===== src/rtl/tlp_stream_arbiter.sv =====
// Packet-atomic round-robin arbiter: posted (s0) and non-posted (s1) AXI-Stream queues onto one bridge input.
// Latency: 1 cycle to grant from IDLE; 0-cycle combinational data path and tready path while granted.
// Backpressure: m_axis_tready passes straight to the owner; the loser sees tready=0. Watchdog: TLP_ARB_WATCHDOG_EN.
module tlp_stream_arbiter #(
  parameter int DATA_WDTH = 64,
  parameter int KEEP_WDTH = 8,
  parameter int MAX_BEATS = 514
) (
  input  logic                 clk,
  input  logic                 reset,
  input  logic                 s0_axis_tvalid,
  output logic                 s0_axis_tready,
  input  logic [DATA_WDTH-1:0] s0_axis_tdata,
  input  logic [KEEP_WDTH-1:0] s0_axis_tkeep,
  input  logic                 s0_axis_tlast,
  input  logic                 s1_axis_tvalid,
  output logic                 s1_axis_tready,
  input  logic [DATA_WDTH-1:0] s1_axis_tdata,
  input  logic [KEEP_WDTH-1:0] s1_axis_tkeep,
  input  logic                 s1_axis_tlast,
  output logic                 m_axis_tvalid,
  input  logic                 m_axis_tready,
  output logic [DATA_WDTH-1:0] m_axis_tdata,
  output logic [KEEP_WDTH-1:0] m_axis_tkeep,
  output logic                 m_axis_tlast,
  output logic [1:0]           grant,
  output logic                 busy,
  output logic                 trunc_err
);

  // Catch illegal configurations at elaboration rather than in silicon.
  if (MAX_BEATS < 2 || MAX_BEATS > 1023) begin : g_bad_max_beats
    $error("tlp_stream_arbiter: MAX_BEATS must be in 2..1023");
  end
  if (KEEP_WDTH * 8 != DATA_WDTH) begin : g_bad_keep_wdth
    $error("tlp_stream_arbiter: KEEP_WDTH must equal DATA_WDTH/8");
  end

`ifdef TLP_ARB_WATCHDOG_EN
  typedef enum logic [1:0] {IDLE, GNT0, GNT1, DRAIN} state_t;
  localparam logic [9:0] CNT_LIMIT = 10'(MAX_BEATS - 1);
  logic [9:0] beat_cnt;
`else
  typedef enum logic [1:0] {IDLE, GNT0, GNT1} state_t;
`endif

  state_t state;
  logic   last_gnt;   // index of the most recently granted source
  logic   m_hs;       // beat accepted by the bridge
  logic   src_last;   // owner's own tlast, before any watchdog forcing
  logic   at_limit;   // current beat is the last one the watchdog allows
  logic   own_vld;    // owner's tvalid while draining
  logic   own_last;   // owner's tlast while draining

  assign m_hs     = m_axis_tvalid & m_axis_tready;
  assign src_last = (state == GNT1) ? s1_axis_tlast : s0_axis_tlast;
  assign own_vld  = last_gnt ? s1_axis_tvalid : s0_axis_tvalid;
  assign own_last = last_gnt ? s1_axis_tlast : s0_axis_tlast;

`ifdef TLP_ARB_WATCHDOG_EN
  assign at_limit = (beat_cnt == CNT_LIMIT);
`else
  assign at_limit  = 1'b0;
  assign trunc_err = 1'b0;
`endif

  // Combinational mux: owner's stream passes straight through; everything else is quiet.
  always_comb begin
    m_axis_tvalid  = 1'b0;
    m_axis_tdata   = '0;
    m_axis_tkeep   = '0;
    m_axis_tlast   = 1'b0;
    s0_axis_tready = 1'b0;
    s1_axis_tready = 1'b0;
    case (state)
      GNT0: begin
        m_axis_tvalid  = s0_axis_tvalid;
        m_axis_tdata   = s0_axis_tdata;
        m_axis_tkeep   = s0_axis_tkeep;
        m_axis_tlast   = s0_axis_tlast | at_limit;
        s0_axis_tready = m_axis_tready;
      end
      GNT1: begin
        m_axis_tvalid  = s1_axis_tvalid;
        m_axis_tdata   = s1_axis_tdata;
        m_axis_tkeep   = s1_axis_tkeep;
        m_axis_tlast   = s1_axis_tlast | at_limit;
        s1_axis_tready = m_axis_tready;
      end
`ifdef TLP_ARB_WATCHDOG_EN
      DRAIN: begin
        // Swallow the rest of the runaway packet without showing it to the bridge.
        if (last_gnt) s1_axis_tready = 1'b1;
        else          s0_axis_tready = 1'b1;
      end
`endif
      default: ;
    endcase
  end

  // Arbitration FSM with registered grant/busy/trunc_err; grant is held until the owner's tlast.
  always_ff @(posedge clk or negedge reset) begin
    if (!reset) begin
      state    <= IDLE;
      last_gnt <= 1'b1;
      grant    <= 2'b00;
      busy     <= 1'b0;
`ifdef TLP_ARB_WATCHDOG_EN
      trunc_err <= 1'b0;
      beat_cnt  <= '0;
`endif
    end else begin
`ifdef TLP_ARB_WATCHDOG_EN
      trunc_err <= 1'b0;
`endif
      case (state)
        IDLE: begin
          // On a tie, the source not granted last time wins.
          if (s0_axis_tvalid && (!s1_axis_tvalid || last_gnt)) begin
            state    <= GNT0;
            last_gnt <= 1'b0;
            grant    <= 2'b01;
            busy     <= 1'b1;
`ifdef TLP_ARB_WATCHDOG_EN
            beat_cnt <= '0;
`endif
          end else if (s1_axis_tvalid) begin
            state    <= GNT1;
            last_gnt <= 1'b1;
            grant    <= 2'b10;
            busy     <= 1'b1;
`ifdef TLP_ARB_WATCHDOG_EN
            beat_cnt <= '0;
`endif
          end
        end
        GNT0, GNT1: begin
          if (m_hs) begin
            if (src_last) begin
              state <= IDLE;
              grant <= 2'b00;
              busy  <= 1'b0;
`ifdef TLP_ARB_WATCHDOG_EN
            end else if (at_limit) begin
              // Packet cut short: the forced tlast already went out on this beat.
              state     <= DRAIN;
              trunc_err <= 1'b1;
            end else begin
              beat_cnt <= beat_cnt + 10'd1;
`endif
            end
          end
        end
`ifdef TLP_ARB_WATCHDOG_EN
        DRAIN: begin
          if (own_vld && own_last) begin
            state <= IDLE;
            grant <= 2'b00;
            busy  <= 1'b0;
          end
        end
`endif
        default: begin
          state <= IDLE;
          grant <= 2'b00;
          busy  <= 1'b0;
        end
      endcase
    end
  end

endmodule


===== config.mk =====
export PLATFORM = sky130hd
export DESIGN_NAME = tlp_stream_arbiter
export DESIGN_NICKNAME = d
export VERILOG_FILES = /design/src/rtl/tlp_stream_arbiter.sv
export SDC_FILE = /design/constraint.sdc
export NUM_CORES = 1
export LEC_CHECK = 0
export ABC_CLOCK_PERIOD_IN_PS = 3650
export CORE_AREA = 2 2 90 92
export CTS_CLUSTER_SIZE = 40
export DETAILED_ROUTE_END_ITERATION = 10
export DIE_AREA = 0 0 92 94
export PLACE_DENSITY = 0.7
export SLEW_MARGIN = 20
export SYNTH_ARGS = -nofsm -noshare
export SYNTH_HDL_FRONTEND = slang
export SYNTH_SLANG_ARGS = --single-unit

===== constraint.sdc =====
create_clock -name clk -period 3.65 [get_ports clk]
set_clock_uncertainty 0.1 [all_clocks]
set_input_delay 0.73 -clock clk [delete_from_list [all_inputs] [get_ports clk]]
set_output_delay 0.73 -clock clk [all_outputs]
set_load 0.05 [all_outputs]

==> metrics.md, run 1 <==
| Metric | Value |
|---|---|
| Post-Syn Area | `0.001428 sq mm` |
| Post-CTS Resized | `0` |
| Worst-Margin Slew | `a little under 600 ps` |
| CTS Sinks | `4` |
| Final Hold Viols | `0` |
| CORE AREA | `0.007607 sq mm` |
| Crit path kind | `primary input to primary output` |
| Syn avg cell area | `between 6 and 7 sq um` |
| Antenna Nets Post-Route | `0` |
| Leakage | `around 1.6 nW` |
| Worst min-delay path category | `flip-flop to flip-flop` |
| Slew Limit Headroom | `0.6156` |
| GRT Total Usage | `0.1700` |
| Detailed Route WL | `8165 um` |
| Worst EP required | `2820 ps` |
| Unrepaired setup endpoints after global routing | `false` |
| Residual DRC | `0` |
| Iter 0 DRT Violations | `59` |
| Initial antenna violation count | `0` |
| Io pins | `between 200 and 250` |
| Run status | `finished, final reports clean` |
| Vias in the first global route | `about 2,400` |
| Syn_nets | `roughly 360` |
| Critical path arrival | `2190 ps` |
| Cells after Synth | `around 210` |
| Area after DPL | `0.004552 sq mm` |
| Power Density | `740.7 mW/mm^2` |
| CTS root buffer | `clkbuf_8` |
| Vias per std cell | `4.709` |
| Design area | `0.004597 sq mm` |
| Postcts setup bufs | `0` |
| Period utilisation layout | `0.8270` |
| Syn. warnings | `0` |
| GR Overflow Total | `0` |
| Yosys reg bits | `4` |
| FP Rows | `32` |
| Proportion of layout cells with a drive suffix above 1 | `0.2024` |
| Die Height | `94 um` |
| Synthesis-to-finish area growth | `222.0%` |
| Vias | `around 2,500` |
| Max Cap Viol | `0` |
| Sequential-to-total area share from yosys stat | `0.07099` |
| Initial Utilization | `0.1877` |
| PortBufs | `229` |
| Filler cell count | `between 600 and 700` |
| Unique masters post-synth | `22` |
| Max Clk Rate | `331.3 MHz` |
| Clk slew on worst S/H paths | `around 30 ps` |
| Clk_lat worst skew | `220 ps` |
| DR WL/cell | `between 15 and 20 um` |
| Min Tclk post-route | `3018 ps` |
| Largest net degree at the start of global routing | `70` |
| Final setup viols | `0` |
| CTS max path bufs | `2` |
| Max Transition Viols Final | `0` |
| Post-CTS Hold Buffers | `0` |
| Routability cong. | `~0.75` |
| Peak VDD IR | `0.0004899 V` |
| Die Wd | `92 um` |
| Worst-path fanout max | `5` |
| # diodes | `0` |
| Die area | `0.008648 sq mm` |
| CTS Buf Count | `3` |
| Crit end category | `primary output` |
| TritonCTS clock tree | `done` |
| Final Net Count | `around 580` |
| DPL Wire Length | `about 6700 um` |
| Fin Setup TNS | `0 ps` |
| Crit path launch type | `primary input` |
| DR pass1 iterations | `4` |
| CTS HTree Levels | `1` |
| Global-route wire length before repair | `11,970 um` |
==> cell type report <==
cell class,count,area [sq um],area share
timing repair buffer,234,3108,0.6761
multi-input combinational,175,1204,0.2618
tap,102,127.6,0.02776
sequential,4,101.3,0.02205
clock buffer,4,45.04,0.009799
inverter,3,11.26,0.002450
==> report_power, final <==
part	leakage, nW	internal, mW	total [mW]	switching (mW)
clock	0.0228	0.0746	0.0976	0.0231
combinational	1.56	1.50	3.22	1.72
sequential	0.0482	0.0702	0.0898	0.0196
total	1.63	1.64	3.40	1.76
==> worst max-delay path, stage by stage <==
cell and delay (ps):
clkdlybuf4s50_1 520, and2_1 140, clkdlybuf4s50_1 790
==> layout by cell type, fill, tap and decap left out, types with 2 or more instances in the layout <==
master,n
a21oi_1,2
a22oi_1,73
and2_1,2
buf_12,77
buf_4,2
clkbuf_8,3
clkdlybuf4s50_1,155
dfrtp_1,3
ha_1,2
ha_2,2
inv_1,3
nand2_1,7
nand3_1,2
nor2b_1,74
o2bb2ai_1,3
==> cell families (layout without fill, tap and decap cells) <==
family | after synthesis | after routing | share of synthesized area
mux | 1 | 1 | 0.007012
other cells | 1 | 1 | 0.002627
simple gates | 86 | 86 | 0.3611
buf+inv | 28 | 241 | 0.08939
compound gates | 83 | 83 | 0.4338
flops | 4 | 4 | 0.07099
fa+ha+maj | 4 | 4 | 0.03506
==> Yosys cell counts, drive strengths merged <==
cell / instances / area (sq um)
conb: 1 / 3.750
nand2: 7 / 26.28
nor2: 1 / 3.750
ha: 4 / 50.05
o2bb2ai: 3 / 26.28
a22oi: 73 / 548.0
o221ai: 1 / 8.760
a21boi: 1 / 7.510
nor2b: 74 / 462.9
nand3: 2 / 10.01
o211ai: 1 / 7.510
mux2i: 1 / 10.01
buf: 14 / 75.07
dfrtp: 3 / 75.07
inv: 3 / 11.26
a21oi: 2 / 10.01
and2: 2 / 12.51
clkbuf: 11 / 41.29
dfstp: 1 / 26.28
a31oi: 1 / 6.260
o21ai: 1 / 5.000
==> registers in the layout, summed over array words and instances, names as in the netlist <==
signal	count
busy	1
state	2
last_gnt	1
==> layer usage <==
metal	track usage	up-vias	routed length, um
li1	-	1188	-
met1	0.1920	1101	2984
met2	0.3229	157	4280
met3	0.04655	12	841
met4	0.02736	0	58
met5	0	-	0
==> metrics by stage <==
| stage | setup WS [ps] | utilization | power [mW] | hold slack (ps) | cells |
|---|---|---|---|---|---|
| finish | 631.5 | 0.6043 | 3.405 | 385.2 | 522 |
| global route | 436.9 | 0.6043 | 3.579 | 397.3 | 522 |
| CTS | 565.1 | 0.6043 | 3.450 | 390.2 | 522 |
| detailed placement | 623.1 | 0.5984 | 3.346 | 378.8 | 518 |
| global placement | 635.5 | 0.5984 | 3.310 | 381.7 | 518 |
| floorplan | 342.2 | - | 1.846 | 334.4 | 207 |
==> final timing paths <==
path	from	end	slack [ps]	cells past startpoint
min in group asynchronous	reset	state[1]	610	1
max in group asynchronous	reset	last_gnt	2610	1
worst min-delay path	busy	busy	390	1
worst min register to register	busy	busy	390	1
worst max register to register	state[1]	state[0]	1510	7
worst max-delay path	m_axis_tready	s1_axis_tready	630	3
(Power assumes the default switching activity.)
==> run 2: changes to the inputs <==
- ABC_CLOCK_PERIOD_IN_PS: 3650 -> 2400
- CORE_AREA: 2 2 90 92 -> 2 2 91 93
- DIE_AREA: 0 0 92 94 -> 0 0 93 95
- PLACE_DENSITY: 0.7 -> 0.72
- clock period: 3.65 -> 2.4 ns (I/O delays scaled with it)
==> metrics.md, run 2 (same netlist as run 1, synthesis figures left out) <==
| Metric | Value |
|---|---|
| R2R depth | `8` |
| CORE AREA | `0.007928 sq mm` |
| DR WL/cell | `15.96 um` |
| Post-CTS Resized | `0` |
| Crit path kind | `flip-flop to primary output` |
| # diodes | `0` |
| Worst R2R End | `state[0]` |
| Reg-to-reg startpoint | `state[0]` |
| Final core utilization | `0.6188` |
| CTS Sinks | `4` |
| Clk_lat worst skew | `220 ps` |
| Leakage | `between 1.5 and 2 nW` |
| Crit path launch type | `flip-flop` |
| GRT Total Usage | `0.1719` |
| Max Clk Rate | `438.5 MHz` |
| CTS Buf Count | `3` |
| Final Net Count | `roughly 580` |
| CTS HTree Levels | `1` |
| Worst min-delay path category | `primary input to asynchronous set/reset pin` |
| GR Overflow Total | `0` |
| DPL Wire Length | `6980 um` |
| Vias per std cell | `4.808` |
| Die Wd | `93 um` |
| Period utilisation layout | `0.9502` |
| Initial antenna violation count | `0` |
| Slew Limit Headroom | `0.6456` |
| WHS | `357.8 ps` |
| Worst EP required | `between 1500 and 2000 ps` |
| Commonest non-fill, non-tap cell in the layout | `clkdlybuf4s50_1` |
| Post-CTS Hold Buffers | `0` |
| TritonCTS clock tree | `done` |
| Peak VDD IR | `0.0006960 V` |
| Worst path cell trace | `inv_1 -> ha_2 -> buf_6 -> nor2b_2 -> buf_12` |
| Power Density | `1154 mW/mm^2` |
| Final setup viols | `0` |
| Reg2Reg Setup Slack | `450 ps` |
| Run status | `finished, final reports clean` |
| Antenna Nets Post-Route | `0` |
| Vias | `2,534` |
| Critical path arrival | `1700 ps` |
| Detailed Route WL | `8412 um` |
| PortBufs | `229` |
| Worst-path fanout max | `33` |
| CP bufs+invs | `3` |
| Proportion of layout cells with a drive suffix above 1 | `0.3934` |
| Final Non-Filler Cells | `527` |
| Dpl cells | `523` |
| Die area | `just under 0.009 sq mm` |
| Critical path's top delay family | `buffers and inverters` |
| Io pins | `231` |
| Critical Path Slowest Stage Cell | `dfrtp_2` |
| Largest net degree at the start of global routing | `43` |
| Clk slew on worst S/H paths | `around 30 ps` |
| Final Hold Viols | `0` |
| CTS root buffer | `clkbuf_8` |
| Largest stage delay on the critical path | `380 ps` |
| FP Rows | `33` |
| Postcts setup bufs | `0` |
| Worst-Margin Slew | `530.0 ps` |
| Residual DRC | `0` |
| Crit end category | `primary output` |
| Synthesis-to-finish area growth | `243.6%` |
| Max Cap Viol | `0` |
| Die Height | `95 um` |
| Min Tclk post-route | `about 2300 ps` |
| Max Transition Viols Final | `0` |
| Routability cong. | `between 0.7 and 0.8` |
| CTS max path bufs | `2` |
| Commonest cells after routing, fill and taps aside | `clkdlybuf4s50_1 (153), buf_12 (81), a22oi_1 (73)` |
| Global-route wire length before repair | `12,300 um` |
| Initial Utilization | `0.1801` |
| Top flop regs | `state x2, busy x1, last_gnt x1` |
| Vias in the first global route | `2,453` |
| DR pass1 iterations | `4` |
| Iter 0 DRT Violations | `76` |
| Reg with most FFs | `state` |
| Max FFs per register | `2` |
-- run 2: cell types whose count changed in the layout (fill, tap and decap cells not counted), moves of 2 or more --
cell             delta
nor2b_1            -73
nor2b_2            +65
nor2b_4             +8
buf_12              +4
clkdlybuf4s50_1     -2
dfrtp_1             -2
dfrtp_2             +2
-- run 2: cell type report --
class,instances,area [sq um]
clock buffers,4,45.04
fillers,658,3022
multi-input cells,175,1443
flip-flops and latches,4,103.9
well taps,105,131.4
inverters,3,11.26
repair buffers,236,3172
-- run 2: routing by layer --
metal	vias up	routed length, um	global-route usage
met3	9	846	0.04948
met1	1169	2893	0.1850
li1	1191	-	-
met2	165	4602	0.3351
met5	-	0	0
met4	0	70	0.03064
-- run 2: how the worst max path moves through the flow --
stage,startpoint,to,slack [ps],depth (start not counted)
after floorplan,state[0],m_axis_tdata[12],-50,5
after global placement,s1_axis_tlast,m_axis_tlast,270,4
after detailed placement,s1_axis_tlast,m_axis_tlast,270,4
after CTS,state[0],m_axis_tdata[45],60,5
after global routing,state[1],m_axis_tvalid,-8,5
final,state[0],m_axis_tdata[45],120,5
-- run 2: power breakdown --
group          total, mW  switching [mW]  internal, mW
combinational       5.37            2.75          2.62
clock              0.147          0.0340         0.113
sequential         0.141          0.0318         0.110
-- run 2: through the flow --
stage | power, mW | setup TNS, ps | area, sq um | setup slack, ps
floorplan | 3.139 | -1554 | 1657 | -48.58
global placement | 5.461 | 0 | 4847 | 273.8
detailed placement | 5.543 | 0 | 4847 | 272.0
CTS | 5.699 | 0 | 4892 | 59.70
global route | 5.927 | -7.547 | 4906 | -7.547
finish | 5.664 | 0 | 4906 | 119.6
-- run 2: worst register-to-register path, delay by kind of cell, from the launching register on --
family	cells	cell delay, ps
flip-flops	1	420
AO/OA/AOI/OAI	2	270
adder cells (fa/ha/maj)	1	330
buffers and inverters	3	490
AND/OR/NAND/NOR	2	220
==> run 3: changes to the inputs <==
- CORE_AREA: 2 2 91 93 -> unset
- CORE_MARGIN: unset -> 4
- CORE_UTILIZATION: unset -> 20
- CTS_CLUSTER_SIZE: 40 -> 14
- DIE_AREA: 0 0 93 95 -> unset
- PLACE_DENSITY: 0.72 -> 0.77
==> metrics.md, run 3 (same netlist as run 1, synthesis figures left out) <==
| Metric | Value |
|---|---|
| Run status | `finished, final reports clean` |
| Peak VDD IR | `0.0007654 V` |
| Critical path's top delay family | `buffers and inverters` |
| Switch share | `0.4982` |
| Final setup viols | `0` |
| Power Density | `1158 mW/mm^2` |
| Io pins | `231` |
| DR WL/cell | `17.75 um` |
| Commonest cells after routing, fill and taps aside | `clkdlybuf4s50_1 (153), buf_12 (81), a22oi_1 (73)` |
| Unrepaired setup endpoints after global routing | `false` |
| Critical path arrival | `about 1700 ps` |
| Die Height | `slightly above 90 um` |
| P_int | `roughly 2.8 mW` |
| Min Tclk post-route | `2289 ps` |
| Met2 Routed Length | `just under 5000 um` |
| Clock Power Share | `0.027` |
| CTS Buf Count | `3` |
| Met3 wire len | `1018 um` |
| Max Clk Rate | `roughly 440 MHz` |
| Die Wd | `92.49 um` |
| Postcts setup bufs | `0` |
| Uppermost layer routed | `met4` |
| Met1 wire length | `~3200 um` |
| Iter 0 DRT Violations | `73` |
| Synthesis-to-finish area growth | `241.4%` |
| Max Transition Viols Final | `0` |
| Top flop regs | `state x2, busy x1, last_gnt x1` |
| Leakage | `1.723 nW` |
| Final Hold Viols | `0` |
| CP most frequent cell | `buf_12` |
| Crit path launch type | `flip-flop` |
| Post-CTS Resized | `0` |
| Psw | `2.811 mW` |
| Total power after layout | `~5.6 mW` |
| Period utilisation layout | `0.9539` |
| GR Overflow Total | `0` |
| Global-route wire length before repair | `13,360 um` |
| Reg-to-reg startpoint | `state[0]` |
| Final core utilization | `0.7095` |
| Post-CTS Hold Buffers | `0` |
| Area after DPL | `0.004828 sq mm` |
| Routability cong. | `0.8049` |
| DPL Wire Length | `~7800 um` |
| Worst-path fanout max | `41` |
| Crit end category | `primary output` |
| Vias per std cell | `4.834` |
| GRT Total Usage | `0.1936` |
| Reg with most FFs | `state` |
| Commonest non-fill, non-tap cell in the layout | `clkdlybuf4s50_1` |
| Initial antenna violation count | `0` |
| TritonCTS clock tree | `done` |
| Initial Utilization | `0.2078` |
| Clk slew on worst S/H paths | `30 ps` |
| Worst path cell trace | `inv_1 -> ha_2 -> buf_12 -> a22oi_1 -> nor2b_2 -> buf_12` |
| CP bufs+invs | `3` |
| Comb power frac | `0.949` |
| Vias in the first global route | `around 2,600` |
| Crit path kind | `flip-flop to primary output` |
| Largest stage delay on the critical path | `between 400 and 500 ps` |
| Die area | `0.008553 sq mm` |
| CTS max path bufs | `2` |
| Design area | `0.004873 sq mm` |
| Worst R2R End | `busy` |
| CTS HTree Levels | `1` |
| Worst-Margin Slew | `514.6 ps` |
| # diodes | `0` |
| Largest net degree at the start of global routing | `51` |
| Worst EP required | `1820 ps` |
| DR pass1 iterations | `4` |
| Critical Path Slowest Stage Cell | `dfrtp_2` |
| CTS Sinks | `4` |
| PortBufs | `229` |
| Final Net Count | `577` |
| Clk_lat worst skew | `~210 ps` |
| Max FFs per register | `2` |
| CTS root buffer | `clkbuf_8` |
| Flop pwr share | `0.025` |
| Residual DRC | `0` |
| Max Cap Viol | `0` |
| CORE AREA | `0.006869 sq mm` |
| FP Rows | `30` |
| Detailed Route WL | `9178 um` |
| Vias | `2,499` |
| Slew Limit Headroom | `0.6559` |
| Worst min-delay path category | `primary input to asynchronous set/reset pin` |
| Reg2Reg Setup Slack | `roughly 510 ps` |
| R2R depth | `7` |
| Proportion of layout cells with a drive suffix above 1 | `0.3919` |
| Antenna Nets Post-Route | `0` |
==> run 3: changes by cell type in the layout (fill, tap and decap cells not counted), sizes merged <==
cell / before / now
buf: 83 / 82
==> run 3: worst reg2reg max path, delay by kind of cell (launching register included) <==
family	cells	cell delay (ps)
flops	1	420
buf+inv	2	330
mux	1	280
fa+ha+maj	1	250
compound gates	2	250
simple gates	1	140
==> run 3: power groups by stage <==
stage                     Clock [mW]  Sequential (mW)  Combinational, mW
after floorplan                    0            0.210               2.93
after global placement             0            0.135               5.32
after detailed placement           0            0.139               5.39
after CTS                      0.153            0.138               5.40
after global routing           0.162            0.145               5.57
final                          0.150            0.139               5.35
==> run 3: per-layer routing <==
layer	track usage	up-vias
met1	0.2006	1154
li1	-	1189
met4	0.03960	0
met2	0.3728	146
met3	0.06661	10
met5	0	-
==> run 3: layout make-up <==
cell class,count,area [sq um]
timing repair buffer,235,3161
fill,498,1996
inverter,3,11.26
multi-input combinational,175,1433
clock buffer,4,45.04
sequential,4,103.9
tap,96,120.1
==> run 3: how the worst max path moves through the flow <==
| stage | cells past startpoint | startpoint | slack [ps] | end |
|---|---|---|---|---|
| final | 6 | state[0] | 110 | m_axis_tdata[30] |
| after global routing | 6 | state[0] | 10 | m_axis_tvalid |
| after CTS | 6 | state[1] | 100 | m_axis_tkeep[2] |
| after detailed placement | 4 | s1_axis_tvalid | 270 | m_axis_tvalid |
| after global placement | 4 | s1_axis_tlast | 310 | m_axis_tlast |
| after floorplan | 5 | state[0] | -50 | m_axis_tdata[12] |
==> run 3: through the flow <==
stage,cells,hold WS [ps],setup WS [ps],setup TNS (ps)
finish,517,365.3,110.7,0
global route,517,380.0,11.40,0
CTS,517,369.7,95.62,0
detailed placement,513,402.6,274.6,0
global placement,513,380.0,309.5,0
floorplan,207,84.41,-48.58,-1554
